[config.mk]
export PLATFORM = sky130hd
export DESIGN_NAME = sar_adc_ctrl
export DESIGN_NICKNAME = d
export VERILOG_FILES = /design/src/rtl/sar_adc_ctrl.sv
export SDC_FILE = /design/constraint.sdc
export NUM_CORES = 1
export LEC_CHECK = 0
export CORE_ASPECT_RATIO = 1.25
export CORE_MARGIN = 3
export CORE_UTILIZATION = 47
export DETAILED_ROUTE_END_ITERATION = 12
export PLACE_DENSITY = 0.74
export SYNTH_ARGS = -nofsm -noshare
export SYNTH_HDL_FRONTEND = slang
export SYNTH_SLANG_ARGS = --single-unit
[constraint.sdc]
create_clock -name clk -period 1.83 [get_ports clk]
set_clock_uncertainty 0.05 [all_clocks]
set_input_delay 0.183 -clock clk [delete_from_list [all_inputs] [get_ports clk]]
set_output_delay 0.183 -clock clk [all_outputs]
set_load 0.005 [all_outputs]
[src/rtl/sar_adc_ctrl.sv]
// -----------------------------------------------------------------------------
// sar_adc_ctrl
//   Successive-approximation controller for the mixed-signal test circuit. It
//   drives a trial code into the DAC, waits a programmable settle time, samples
//   the analog comparator once per bit and resolves the code MSB first. The
//   finished code is returned on result with a one-cycle result_valid strobe.
//
// Parameters
//   WIDTH          conversion resolution in bits (>= 2)
//   SETTLE_CYCLES  clocks waited after each DAC update before sampling (>= 1)
//
// Ports
//   clk           in   system clock, rising edge
//   rst_n         in   asynchronous active-low reset
//   start         in   begin a conversion (honoured only in IDLE, without abort)
//   cont          in   continuous mode, sampled only in DONE
//   abort         in   synchronous abort of a conversion in progress
//   cmp_in        in   comparator, 1 = analog input >= DAC output
//   track         out  1 = sample/hold tracking, 0 = holding
//   dac_code      out  trial code to the DAC
//   busy          out  1 while settling or deciding
//   result        out  last completed conversion
//   result_valid  out  one-cycle pulse, coincident with a result update
// -----------------------------------------------------------------------------
module sar_adc_ctrl #(
    parameter int WIDTH         = 8,
    parameter int SETTLE_CYCLES = 4
) (
    input  logic             clk,
    input  logic             rst_n,
    input  logic             start,
    input  logic             cont,
    input  logic             abort,
    input  logic             cmp_in,
    output logic             track,
    output logic [WIDTH-1:0] dac_code,
    output logic             busy,
    output logic [WIDTH-1:0] result,
    output logic             result_valid
);

    localparam int IDX_W = (WIDTH > 1) ? $clog2(WIDTH) : 1;
    localparam int CNT_W = (SETTLE_CYCLES > 1) ? $clog2(SETTLE_CYCLES) : 1;

    localparam logic [IDX_W-1:0] IDX_MSB    = IDX_W'(WIDTH - 1);
    localparam logic [IDX_W-1:0] IDX_ONE    = IDX_W'(1);
    localparam logic [CNT_W-1:0] CNT_RELOAD = CNT_W'(SETTLE_CYCLES - 1);
    localparam logic [CNT_W-1:0] CNT_ONE    = CNT_W'(1);
    localparam logic [WIDTH-1:0] MSB_CODE   = {1'b1, {(WIDTH-1){1'b0}}};

    typedef enum logic [1:0] {
        S_IDLE,
        S_SETTLE,
        S_DECIDE,
        S_DONE
    } state_e;

    state_e           state_q, state_d;
    logic [IDX_W-1:0] idx_q, idx_d;
    logic [CNT_W-1:0] cnt_q, cnt_d;
    logic [WIDTH-1:0] dac_code_q, dac_code_d;
    logic [WIDTH-1:0] result_q, result_d;
    logic             track_q, track_d;
    logic             busy_q, busy_d;
    logic             result_valid_q, result_valid_d;

    // NOTE: state registers use non-blocking assignments so every flop samples
    // the pre-edge values; blocking here would create order-dependent races.
    always_ff @(posedge clk or negedge rst_n) begin
        if (!rst_n) begin
            state_q        <= S_IDLE;
            idx_q          <= IDX_MSB;
            cnt_q          <= '0;
            dac_code_q     <= '0;
            result_q       <= '0;
            track_q        <= 1'b1;
            busy_q         <= 1'b0;
            result_valid_q <= 1'b0;
        end else begin
            state_q        <= state_d;
            idx_q          <= idx_d;
            cnt_q          <= cnt_d;
            dac_code_q     <= dac_code_d;
            result_q       <= result_d;
            track_q        <= track_d;
            busy_q         <= busy_d;
            result_valid_q <= result_valid_d;
        end
    end

    always_comb begin
        // NOTE: every signal gets a default before the case so no path leaves
        // one unassigned, which would otherwise infer a latch.
        state_d        = state_q;
        idx_d          = idx_q;
        cnt_d          = cnt_q;
        dac_code_d     = dac_code_q;
        result_d       = result_q;
        track_d        = track_q;
        busy_d         = busy_q;
        result_valid_d = 1'b0;

        unique case (state_q)
            S_IDLE: begin
                // A start that coincides with abort is dropped.
                if (start && !abort) begin
                    state_d    = S_SETTLE;
                    dac_code_d = MSB_CODE;
                    idx_d      = IDX_MSB;
                    cnt_d      = CNT_RELOAD;
                    track_d    = 1'b0;
                    busy_d     = 1'b1;
                end
            end

            S_SETTLE: begin
                if (abort) begin
                    state_d    = S_IDLE;
                    dac_code_d = '0;
                    track_d    = 1'b1;
                    busy_d     = 1'b0;
                end else if (cnt_q == '0) begin
                    state_d = S_DECIDE;
                end else begin
                    cnt_d = cnt_q - CNT_ONE;
                end
            end

            S_DECIDE: begin
                if (abort) begin
                    state_d    = S_IDLE;
                    dac_code_d = '0;
                    track_d    = 1'b1;
                    busy_d     = 1'b0;
                end else begin
                    // Keep the trial bit only if the input is at or above it.
                    dac_code_d[idx_q] = cmp_in;
                    if (idx_q != '0) begin
                        dac_code_d[idx_q - IDX_ONE] = 1'b1;
                        idx_d   = idx_q - IDX_ONE;
                        cnt_d   = CNT_RELOAD;
                        state_d = S_SETTLE;
                    end else begin
                        result_d       = dac_code_d;
                        result_valid_d = 1'b1;
                        busy_d         = 1'b0;
                        state_d        = S_DONE;
                    end
                end
            end

            S_DONE: begin
                if (cont && !abort) begin
                    // Back-to-back conversion: the hold is never released.
                    state_d    = S_SETTLE;
                    dac_code_d = MSB_CODE;
                    idx_d      = IDX_MSB;
                    cnt_d      = CNT_RELOAD;
                    busy_d     = 1'b1;
                end else begin
                    state_d    = S_IDLE;
                    dac_code_d = '0;
                    track_d    = 1'b1;
                    busy_d     = 1'b0;
                end
            end

            default: state_d = S_IDLE;
        endcase
    end

    assign track        = track_q;
    assign dac_code     = dac_code_q;
    assign busy         = busy_q;
    assign result       = result_q;
    assign result_valid = result_valid_q;

endmodule

==> results.md <==
- Initial Util: between 50 and 60%
- Most frequent cell after synthesis: dfrtp_1
- Final Util: between 60% and 70%
- Final Power: 1.69 mW
- Critical Path Start Type: flop
- CTS Buf Count: 3
- Antenna cell count: 0
- Syn Inst Count: 157
- Hold Crit Class: in -> async
- Root buffer cell: clkbuf_4
- Leading area contributor after synthesis: dfrtp_1
- # DRC: 0
- Slew Limit Fails: 0
- CORE AREA: just over 3000 µm²
- FP Rows: 22
- Die height: 69.8 µm
- Ys async rst share: 100%
- Hold Vio Cnt, Final: 0
- Synth cell types: 40
- Antenna violations before repair: 0
- Final antenna-violating net count: 0
- H-tree depth: 1
- Clock Latency Late Sink: 330 ps
- Die Area: 3980 µm²
- Max-slew headroom: 73.1%
- TritonCTS clock tree: built
- CTS Hold Bufs: 0
- Status: finished clean
- Worst path arrival time: 2000 ps
- Share of the synthesized area in the top cell type: between 30% and 40%
- Final layout net count: 204
- I/O Pins: 25
- Post-synthesis register bit count: 26
- Syn Nets: 171
- Syn Area/Cell: 9.75 µm²
- DRT iter0 DRCs: 37
- Drt total wl: 3500 µm
- Worst EP required: between 2000 and 2500 ps
- Cell Count, Final, Fillers Out: 225
- LEAKAGE: ~0.85 nW
- CP Max Fanout: 3
- Unrepaired setup endpoints after global routing: yes
- Via-to-Cell Ratio: 5.60
- Warnings, synthesis: 0
- Post-CTS setup buffer count: 0
- Final setup vio count: 0
- Global-route wire length before repair: 6030 µm
- Ranking of synthesized cells by area: dfrtp_1 36%, dfstp_2 6.9%, ha_1 6.5%, mux2i_1 5.9%, mux2_2 5.2%
- CTS clk-pin slew, worst paths: 150 ps
- Maximum vdd drop: approximately 0.00056 V
- IO buf count: 24
- Fill cell count: 259
- Setup CP Type: reg -> reg
- Worst setup EP type: flop
- Fmax achieved: 555 MHz
- Placed cell count: 221
- Chip Width: 57.0 µm
- Post-detail-place hpwl: 2600 µm
- Gr usage total: 18.9%
- Seq/Total Area, Yosys: 42.8%
- PD cells: 870 nW/µm²
- Final period util: 98.5%
- Most used DFF post-synth: dfrtp_1
- Area grow syn2layout: 26.9%
- CTS Buffer Depth: 2
- TritonRoute pass-1 iters: 4
- GP Congestion: 0.840
- Worst-margin pin slew: 402 ps
- Post-synth top cells: 22 x dfrtp_1, 17 x nor2_1, 12 x nand2_1
- Post-synth design cell area: 1530 µm²
- Vias in the first global route: 1320
- Vias: 1260
- # clock sinks: 26
- Largest net degree at the start of global routing: 27
- Hold WS: 148 ps
- Total grt overflow: 0
- Share of cells above drive strength 1: 19.0%
- Fin crit period: ~1800 ps
- Wire length per cell: 15.6 µm
- MaxCap Viol Count: 0
- EDFF count, synth: 0
final cells by class:
cell class,instances,area [µm²],share of cell area (%)
clock buffer,3,22.5,1.16
clock inverter,1,30.0,1.55
inverter,9,33.8,1.74
multi-input combinational,116,827,42.6
sequential,26,656,33.8
tap,36,45.0,2.32
timing repair buffer,34,328,16.9
power by group:
group	internal (mW)	switching [mW]	leakage, nW
Combinational	0.277	0.309	0.492
Sequential	0.657	0.0414	0.333
Clock	0.222	0.184	0.0279
registers in the layout, summed over array words and instances, names as in the netlist:
signal / count
dac_code: 8
track: 1
result_valid: 1
cnt_q: 2
result: 8
busy: 1
idx_q: 3
state_q: 2
per-stage QoR:
step           setup slack, ps  setup TNS (ps)  area [µm²]
2_1_floorplan            -14.4           -14.4        1540
3_3_place_gp              74.5               0        1870
3_5_place_dp              14.1               0        1870
4_1_cts                  0.628               0        1930
5_1_grt                  -72.2           -72.2        1940
6_report                  27.3               0        1940
kinds of logic after synthesis:
kind of cell,synth area share (%)
compound gates,16.4
xor+xnor,1.14
fa+ha+maj,6.54
buf+inv,4.25
flops,42.8
mux,11.0
simple gates,17.8
path summary, 6_finish.rpt:
path	startpoint	slack, ps	endpoint	cells after the start
max	idx_q[0]	30	dac_code[7]	6
min	rst_n	150	dac_code[6]	2
max reg2reg	idx_q[0]	30	dac_code[7]	6
min reg2reg	track	460	track	2
max in group asynchronous	rst_n	1280	track	2
min in group clk	track	460	track	2
repair_timing:
action,CTS,global route
resized for setup,2,3
setup endpoints to repair,1,4
cloned,0,0
routing by layer:
layer  up-vias  routed length (µm)  global-route usage (%)
li1        617                   -                       -
met5         -                   0                       0
met1       608                1560                    24.3
met3         6                 100                    2.23
met4         0                  58                    8.25
met2        29                1790                    31.4
cells in the final DEF, fill, tap and decap left out, types with 4 or more instances in the layout:
cell and n:
buf_4 9, mux2i_1 9, nor2_1 17, ha_1 6, inv_1 8, o21ai_0 9
mux2_2 7, clkdlybuf4s50_1 24, nand2b_1 6, dfstp_2 4, a21oi_1 9, nand2_1 12
nand3_1 4, dfrtp_1 22
worst max-delay path, stage by stage, from the launching register on:
cell and delay [ps]:
dfstp_2 590, inv_2 60, ha_4 160, or3b_4 370, a211oi_2 230, nor4b_2 80, o31ai_2 180
Note: power is estimated with default switching activity, not from simulation.
